<file path="config.mk">
export PLATFORM = sky130hd
export DESIGN_NAME = rcc_dom_rst_seq
export DESIGN_NICKNAME = d
export VERILOG_FILES = /design/src/rtl/rcc_pkg.sv /design/src/rtl/rcc_sync_2ff.sv /design/src/rtl/rcc_dom_rst_seq.sv
export SDC_FILE = /design/constraint.sdc
export NUM_CORES = 1
export LEC_CHECK = 0
export CAP_MARGIN = 20
export CORE_MARGIN = 4
export CORE_UTILIZATION = 45
export DETAILED_ROUTE_END_ITERATION = 8
export PLACE_DENSITY_LB_ADDON = 0.1
export SLEW_MARGIN = 20
export SYNTH_ARGS = -nofsm -noshare
export SYNTH_HDL_FRONTEND = slang
export SYNTH_HIERARCHICAL = 1
export SYNTH_SLANG_ARGS = --single-unit
</file>
<file path="constraint.sdc">
create_clock -name clk -period 2.15 [get_ports clk]
set_input_delay 0.215 -clock clk [delete_from_list [all_inputs] [get_ports clk]]
set_output_delay 0.215 -clock clk [all_outputs]
set_load 0.02 [all_outputs]
</file>
<file path="src/rtl/rcc_pkg.sv">
// -----------------------------------------------------------------------------
// rcc_pkg
//
// Shared definitions for the RCC per-domain reset/clock sequencer:
//   - state encodings of the domain sequencer FSM (also exposed on the debug
//     state output, so the raw codes are kept as named localparams),
//   - reset-cause encodings reported on rst_src,
//   - a helper that sizes the shared HOLD/CLKWAIT/GATE down-counter.
// -----------------------------------------------------------------------------
package rcc_pkg;

    // Raw state codes; the enum below is built on top of these so that the
    // debug output and any external checker agree on the encoding.
    localparam logic [2:0] RCC_ST_OFF     = 3'd0;
    localparam logic [2:0] RCC_ST_HOLD    = 3'd1;
    localparam logic [2:0] RCC_ST_CLKWAIT = 3'd2;
    localparam logic [2:0] RCC_ST_RUN     = 3'd3;
    localparam logic [2:0] RCC_ST_GATE    = 3'd4;

    typedef enum logic [2:0] {
        ST_OFF     = RCC_ST_OFF,
        ST_HOLD    = RCC_ST_HOLD,
        ST_CLKWAIT = RCC_ST_CLKWAIT,
        ST_RUN     = RCC_ST_RUN,
        ST_GATE    = RCC_ST_GATE
    } rcc_state_e;

    // Last reset cause reported on rst_src.
    localparam logic [1:0] RCC_SRC_NONE = 2'b00;
    localparam logic [1:0] RCC_SRC_POR  = 2'b01;
    localparam logic [1:0] RCC_SRC_SW   = 2'b10;
    localparam logic [1:0] RCC_SRC_HW   = 2'b11;

    // Width of the shared down-counter: enough bits to hold the largest
    // (duration - 1) load value, never less than one bit.
    function automatic int rcc_cnt_width(input int a, input int b, input int c);
        int m;
        int w;
        m = a;
        if (b > m) m = b;
        if (c > m) m = c;
        w = $clog2(m);
        if (w < 1) w = 1;
        return w;
    endfunction

endpackage

</file>
<file path="src/rtl/rcc_sync_2ff.sv">
// -----------------------------------------------------------------------------
// rcc_sync_2ff
//
// Two-flop synchronizer for a single asynchronous level. Both flops clear to 0
// on reset, so a synchronized "ready" style input always starts deasserted.
//
// Ports:
//   clk    in   destination clock
//   rst_n  in   asynchronous active-low reset (flops clear to 0)
//   d_i    in   asynchronous input level
//   q_o    out  synchronized level, two clk edges of latency
// -----------------------------------------------------------------------------
module rcc_sync_2ff (
    input  logic clk,
    input  logic rst_n,
    input  logic d_i,
    output logic q_o
);

    logic meta_q;
    logic sync_q;

    always_ff @(posedge clk or negedge rst_n) begin
        if (!rst_n) begin
            meta_q <= 1'b0;
            sync_q <= 1'b0;
        end else begin
            meta_q <= d_i;
            sync_q <= meta_q;
        end
    end

    assign q_o = sync_q;

endmodule

</file>
<file path="src/rtl/rcc_dom_rst_seq.sv">
// -----------------------------------------------------------------------------
// rcc_dom_rst_seq
//
// Per-power-domain reset/clock sequencer. After power-good (or a reset
// request) the domain is held in reset for RST_DURATION cycles, reset is then
// released, and the domain clock is enabled CLK_ON_AFTER_RST_RELEASE cycles
// later. A warm reset from RUN first gates the clock for GATE_CYCLES cycles
// and only then asserts reset. The cause of the last reset is latched.
//
// Handshake/timing contract: all request inputs are synchronous levels or
// pulses sampled on the rising clk edge; every output is a flop, so outputs
// change only on clk edges (or immediately on rst_n assertion) and there is no
// combinational path from any input to any output.
//
// Ports:
//   clk           in   RCC clock
//   rst_n         in   asynchronous active-low reset (release is pre-synchronized)
//   pwr_rdy       in   domain power-good, asynchronous (synchronized inside)
//   sw_rst_req    in   software reset request, level
//   hw_rst_req    in   hardware reset request, single-cycle pulse
//   rst_flag_clr  in   clears rst_src to "none", pulse
//   dom_rst_n     out  domain reset, active low
//   dom_clk_en    out  domain clock-gate enable
//   dom_ready     out  high only while the domain is in RUN
//   rst_src       out  last reset cause (00 none, 01 POR, 10 SW, 11 HW)
//   dbg_state_o   out  current FSM state code (rcc_pkg RCC_ST_*)
// -----------------------------------------------------------------------------
module rcc_dom_rst_seq
    import rcc_pkg::*;
#(
    parameter int RST_DURATION             = 10,
    parameter int CLK_ON_AFTER_RST_RELEASE = 8,
    parameter int GATE_CYCLES              = 2
) (
    input  logic       clk,
    input  logic       rst_n,
    input  logic       pwr_rdy,
    input  logic       sw_rst_req,
    input  logic       hw_rst_req,
    input  logic       rst_flag_clr,
    output logic       dom_rst_n,
    output logic       dom_clk_en,
    output logic       dom_ready,
    output logic [1:0] rst_src,
    output logic [2:0] dbg_state_o
);

    localparam int CNT_W = rcc_cnt_width(RST_DURATION, CLK_ON_AFTER_RST_RELEASE,
                                         GATE_CYCLES);

    // Counter loads are (duration - 1): the state is left on the edge that
    // samples a count of 0, so each state lasts exactly 'duration' cycles.
    localparam logic [CNT_W-1:0] HOLD_LOAD = CNT_W'(RST_DURATION - 1);
    localparam logic [CNT_W-1:0] CLKW_LOAD = CNT_W'(CLK_ON_AFTER_RST_RELEASE - 1);
    localparam logic [CNT_W-1:0] GATE_LOAD = CNT_W'(GATE_CYCLES - 1);

    logic             pwr_rdy_s;

    rcc_state_e       state_q,      state_d;
    logic [CNT_W-1:0] cnt_q,        cnt_d;
    logic [CNT_W-1:0] cnt_dec;
    logic [1:0]       rst_src_q,    rst_src_d;
    logic             dom_rst_n_q,  dom_rst_n_d;
    logic             dom_clk_en_q, dom_clk_en_d;
    logic             dom_ready_q,  dom_ready_d;

    // -------------------------------------------------------------------------
    // Power-good synchronizer
    // -------------------------------------------------------------------------
    rcc_sync_2ff u_pwr_sync (
        .clk   (clk),
        .rst_n (rst_n),
        .d_i   (pwr_rdy),
        .q_o   (pwr_rdy_s)
    );

    // Saturating decrement: the shared counter parks at 0 instead of wrapping,
    // which is what lets HOLD sit at count 0 while sw_rst_req is held.
    assign cnt_dec = (cnt_q == '0) ? '0 : (cnt_q - CNT_W'(1));

    // -------------------------------------------------------------------------
    // Next-state, counter and reset-cause logic
    // -------------------------------------------------------------------------
    always_comb begin
        state_d   = state_q;
        cnt_d     = cnt_q;
        rst_src_d = rst_src_q;

        // The clear is applied first so that any cause update below in the
        // same cycle overrides it.
        if (rst_flag_clr) begin
            rst_src_d = RCC_SRC_NONE;
        end

        if (!pwr_rdy_s) begin
            // Power loss wins over everything. Only an actual entry into OFF
            // records a POR cause; idling in OFF leaves rst_src alone.
            state_d = ST_OFF;
            cnt_d   = '0;
            if (state_q != ST_OFF) begin
                rst_src_d = RCC_SRC_POR;
            end
        end else if (hw_rst_req && ((state_q == ST_HOLD) || (state_q == ST_CLKWAIT))) begin
            // Hardware restart while reset is still being sequenced: start
            // the reset hold over from its full length.
            state_d   = ST_HOLD;
            cnt_d     = HOLD_LOAD;
            rst_src_d = RCC_SRC_HW;
        end else begin
            unique case (state_q)
                ST_OFF: begin
                    state_d = ST_HOLD;
                    cnt_d   = HOLD_LOAD;
                end

                ST_HOLD: begin
                    if (cnt_q == '0) begin
                        // A held software request keeps the domain in reset.
                        if (!sw_rst_req) begin
                            state_d = ST_CLKWAIT;
                            cnt_d   = CLKW_LOAD;
                        end
                    end else begin
                        cnt_d = cnt_dec;
                    end
                end

                ST_CLKWAIT: begin
                    if (cnt_q == '0) begin
                        state_d = ST_RUN;
                    end else begin
                        cnt_d = cnt_dec;
                    end
                end

                ST_RUN: begin
                    if (hw_rst_req || sw_rst_req) begin
                        state_d   = ST_GATE;
                        cnt_d     = GATE_LOAD;
                        rst_src_d = hw_rst_req ? RCC_SRC_HW : RCC_SRC_SW;
                    end
                end

                ST_GATE: begin
                    // hw_rst_req is deliberately not looked at here: a reset
                    // is already on its way.
                    if (cnt_q == '0) begin
                        state_d = ST_HOLD;
                        cnt_d   = HOLD_LOAD;
                    end else begin
                        cnt_d = cnt_dec;
                    end
                end

                default: begin
                    state_d = ST_OFF;
                    cnt_d   = '0;
                end
            endcase
        end
    end

    // -------------------------------------------------------------------------
    // Output decode from the next state, so the registered outputs change on
    // the same edge as the state they belong to.
    // -------------------------------------------------------------------------
    always_comb begin
        dom_rst_n_d  = 1'b0;
        dom_clk_en_d = 1'b0;
        dom_ready_d  = 1'b0;
        unique case (state_d)
            ST_CLKWAIT: begin
                dom_rst_n_d = 1'b1;
            end
            ST_RUN: begin
                dom_rst_n_d  = 1'b1;
                dom_clk_en_d = 1'b1;
                dom_ready_d  = 1'b1;
            end
            ST_GATE: begin
                dom_rst_n_d = 1'b1;
            end
            default: begin
                dom_rst_n_d  = 1'b0;
                dom_clk_en_d = 1'b0;
                dom_ready_d  = 1'b0;
            end
        endcase
    end

    // -------------------------------------------------------------------------
    // State and output registers. Reset leaves the domain off with a POR cause.
    // -------------------------------------------------------------------------
    always_ff @(posedge clk or negedge rst_n) begin
        if (!rst_n) begin
            state_q      <= ST_OFF;
            cnt_q        <= '0;
            rst_src_q    <= RCC_SRC_POR;
            dom_rst_n_q  <= 1'b0;
            dom_clk_en_q <= 1'b0;
            dom_ready_q  <= 1'b0;
        end else begin
            state_q      <= state_d;
            cnt_q        <= cnt_d;
            rst_src_q    <= rst_src_d;
            dom_rst_n_q  <= dom_rst_n_d;
            dom_clk_en_q <= dom_clk_en_d;
            dom_ready_q  <= dom_ready_d;
        end
    end

    assign dom_rst_n   = dom_rst_n_q;
    assign dom_clk_en  = dom_clk_en_q;
    assign dom_ready   = dom_ready_q;
    assign rst_src     = rst_src_q;
    assign dbg_state_o = state_q;

    // -------------------------------------------------------------------------
    // Structural invariants of the sequencer
    // -------------------------------------------------------------------------
    // The clock is only ever enabled while the domain is out of reset.
    a_clk_en_needs_rst_rel: assert property (
        @(posedge clk) disable iff (!rst_n)
        dom_clk_en_q |-> dom_rst_n_q
    );

    // The clock enable never rises together with reset release.
    a_clk_en_after_rst_rel: assert property (
        @(posedge clk) disable iff (!rst_n)
        $rose(dom_clk_en_q) |-> $past(dom_rst_n_q)
    );

    // dom_ready mirrors RUN exactly.
    a_ready_is_run: assert property (
        @(posedge clk) disable iff (!rst_n)
        dom_ready_q == (state_q == ST_RUN)
    );

    // The shared counter is idle (0) whenever no timed state is active.
    a_cnt_idle: assert property (
        @(posedge clk) disable iff (!rst_n)
        ((state_q == ST_OFF) || (state_q == ST_RUN)) |-> (cnt_q == '0)
    );

endmodule

</file>
==> PnR_summary.wiki <==
{| class="wikitable"
! Metric !! Value
|-
| Growth of design area from synthesis to finish || 19.6%
|-
| Final Setup Violations || 0
|-
| Net count reported at finish || 118
|-
| Die outline height || 52.3 um
|-
| Max Root-Sink Buffers || 2
|-
| Port-buffer cells || 13
|-
| Largest vdd supply drop || around 0.36 mV
|-
| Initial standard-cell utilization of the core || 0.495
|-
| Total Routing Usage GR || 0.165
|-
| Slew @ Worst Pin || 0.612 ns
|-
| Switch share || 0.308
|-
| Post-route clock skew || around 0.0084 ns
|-
| Pwr per Cell Area || approximately 550 mW/mm2
|-
| Most frequent cells in the layout || clkdlybuf4s50_1 (13), dfrtp_1 (12), inv_1 (7), o21ai_0 (6), nor2_1 (5)
|-
| Core ar. || 0.00178 mm2
|-
| Max-cap viol count || 0
|-
| CTS-repair resized insts || 0
|-
| Number of design-rule violations left by the first detailed-router iteration || 38
|-
| Proportion of power drawn by combinational gates || 0.244
|-
| Inserted Clock Buffers || 3
|-
| Clock tree from TritonCTS || built
|-
| CTS clock-pin slew for the worst setup and hold paths || around 0.09 ns
|-
| Critical Path RT || between 2 and 2.5 ns
|-
| Achievable frequency || 499 MHz
|-
| Vias after detailed routing || 775
|-
| Fraction of final layout cells with drive strength greater than 1 || 0.136
|-
| Flops & latches, synth || 13
|-
| Die Span X || 52.3 um
|-
| Type of origin of the critical path || flop
|-
| Count of hold-fix buffers inserted at cts || 0
|-
| Slew headroom || 0.591
|-
| Number of hold violations in the final report || 0
|-
| Post-Syn Nets || 104
|-
| Routability-driven placement congestion ratio || about 0.9
|-
| Antenna violations before repair || 0
|-
| Antenna violation net count after detailed routing || 0
|-
| Post-detailed-placement cell area || 0.00103 mm2
|-
| Total number of clock tree sinks || 13
|-
| Worst hold path type || in2async
|-
| Average routed wire per standard cell || 14.7 um
|-
| Buffers inserted by post-CTS timing repair || 0
|-
| Root cell of the clock tree || clkbuf_4
|-
| Leakage power || roughly 0.00044 uW
|-
| Post-synthesis area per instance || 9.09 um2
|-
| Number of filler cells placed in the layout || 154
|-
| Post-route DRC || 0
|-
| Share of the clock period used by the worst path || 0.933
|-
| Min Hold Slack || 0.309 ns
|-
| Die area || 0.00273 mm2
|-
| Final TNS setup || 0 ns
|-
| Max Transition Viols Final || 0
|-
| Arrival time of data at the critical path endpoint || 2.17 ns
|-
| Count of cell types in the netlist || 42
|-
| Total grt overflow || 0
|-
| Routed wire length || 1990 um
|-
| Setup repair after global routing missed its margin || false
|-
| Via density per instance || between 5 and 6
|-
| Clock network fraction of design power || 0.275
|-
| Time the final worst path needs with I/O delays and setup || between 2 and 2.5 ns
|-
| Sort of element at the end of the critical path || flop
|-
| Top Ports || 14
|-
| Number of rows created at floorplan || 15
|-
| Detailed-routing iteration count for the pre-antenna-repair pass || 4
|-
| Maximum number of pins on one net before global-route repair || 17
|-
| Cell area after technology mapping || 882 um2
|-
| H-tree depth reported by CTS || 1
|-
| Power consumption || 576 uW
|-
| CP Max Fanout || 9
|-
| Inserted Diodes || 0
|-
| Commonest non-fill, non-tap cell in the layout || clkdlybuf4s50_1
|-
| Placed wire-length estimate after detailed placement || 1420 um
|-
| CP Class || reg2reg
|-
| Cells after synthesis || 97
|-
| First-pass GRT wire length || 3330 um
|-
| Fraction of the yosys area taken by sequential cells || 0.370
|-
| Part of the total power dissipated in sequential elements || 0.482
|-
| Run status || finished clean
|-
| Yosys warning count || 6
|-
| Worst-Skew Late Latency || 0.28 ns
|-
| Via count of the first global-routing pass || 750
|-
| Internal power consumption || 399 uW
|-
| Final cell area excluding filler cells || 0.00105 mm2
|-
| Switching power summed over all nets || 177 uW
|}
[worst max-delay path, stage by stage (launching register included)]
cell	delay, ns
dfrtp_1	0.42
inv_1	0.10
ha_1	0.23
or3b_1	0.50
or3_4	0.41
a21oi_2	0.16
nor3_1	0.07
[path summary, 6_finish.rpt]
path                              startpoint              to  slack (ns)  depth (start not counted)
hold reg to reg            u_pwr_sync/meta_q  u_pwr_sync/q_o        0.36                          0
hold / removal                         rst_n        cnt_q[2]        0.31                          1
setup / recovery                    cnt_q[0]       dom_ready        0.14                          6
max in group asynchronous              rst_n  dbg_state_o[0]        1.44                          1
setup reg to reg                    cnt_q[0]       dom_ready        0.14                          6
min in group clk           u_pwr_sync/meta_q  u_pwr_sync/q_o        0.36                          0
[layout make-up]
cell class                      count  area, um2  area share
Sequential cell                    13        327       0.310
Clock buffer                        4       26.3      0.0249
Multi-Input combinational cell     69        484       0.459
Inverter                            7       26.3      0.0249
Timing Repair Buffer               17        160       0.152
Tap cell                           25       31.3      0.0297
[power groups by stage]
stage                     clock, uW  sequential, uW  combinational, uW
final                           158             277                140
after global routing            178             281                153
after CTS                       163             277                140
after detailed placement          0             282                140
after global placement            0             281                139
after floorplan                   0             285               88.1
[synth_stat cells, drive strengths merged]
| cell type | number | area (um2) |
|---|---|---|
| a2111oi | 1 | 8.76 |
| nand2 | 2 | 7.51 |
| a211o | 1 | 8.76 |
| a22oi | 1 | 7.51 |
| a211oi | 1 | 7.51 |
| a21oi | 5 | 28.8 |
| or2 | 1 | 6.26 |
| nand4bb | 2 | 22.5 |
| o21ai | 6 | 30.0 |
| ha | 1 | 12.5 |
| o2111ai | 3 | 26.3 |
| nor3b | 3 | 22.5 |
| nor3 | 4 | 20.0 |
| a31o | 1 | 8.76 |
| nor2 | 5 | 18.8 |
| dfstp | 1 | 26.3 |
| a22o | 2 | 17.5 |
| nand3 | 3 | 15.0 |
| o21a | 3 | 22.5 |
| nand2b | 4 | 25.0 |
| dfrtp | 12 | 300 |
| or3b | 2 | 17.5 |
| xnor2 | 1 | 8.76 |
| inv | 7 | 26.3 |
| buf | 6 | 37.5 |
| clkbuf | 2 | 7.51 |
| a21o | 2 | 15.0 |
| o22ai | 2 | 18.8 |
| or2b | 1 | 7.51 |
| o31ai | 2 | 15.0 |
| or4 | 1 | 7.51 |
| o211ai | 3 | 22.5 |
| and3 | 1 | 7.51 |
| or3 | 1 | 11.3 |
| nor2b | 1 | 6.26 |
| mux2i | 3 | 30.0 |
[state kept, by name, summed over array words and instances (netlist names)]
signal / flops
cnt_q: 4
dbg_state_o: 3
rst_src: 2
dom_ready: 1
dom_rst_n: 1
u_pwr_sync/meta_q: 1
u_pwr_sync/q_o: 1
[stage by stage]
stage / util / setup WS [ns] / instances
floorplan: - / 0.311 / 97
global placement: 0.577 / 0.215 / 131
detailed placement: 0.577 / 0.159 / 131
CTS: 0.592 / 0.141 / 135
global route: 0.592 / 0.0511 / 135
finish: 0.592 / 0.144 / 135
[per-layer routing]
metal,GRT usage,wire length (um)
met4,0.0851,17
met3,0.0399,107
met2,0.232,829
met1,0.232,1040
met5,0,0
[cells by family (layout without fill, tap and decap cells)]
logic type,count (synthesis),after routing,synth area share
AO/OA/AOI/OAI,33,33,0.270
AND/OR/NAND/NOR,31,31,0.221
buffers and inverters,15,28,0.0809
flip-flops,13,13,0.370
multiplexers,3,3,0.0340
adder cells (fa/ha/maj),1,1,0.0142
XOR/XNOR,1,1,0.00993
Power figures use the tool's default switching activity.
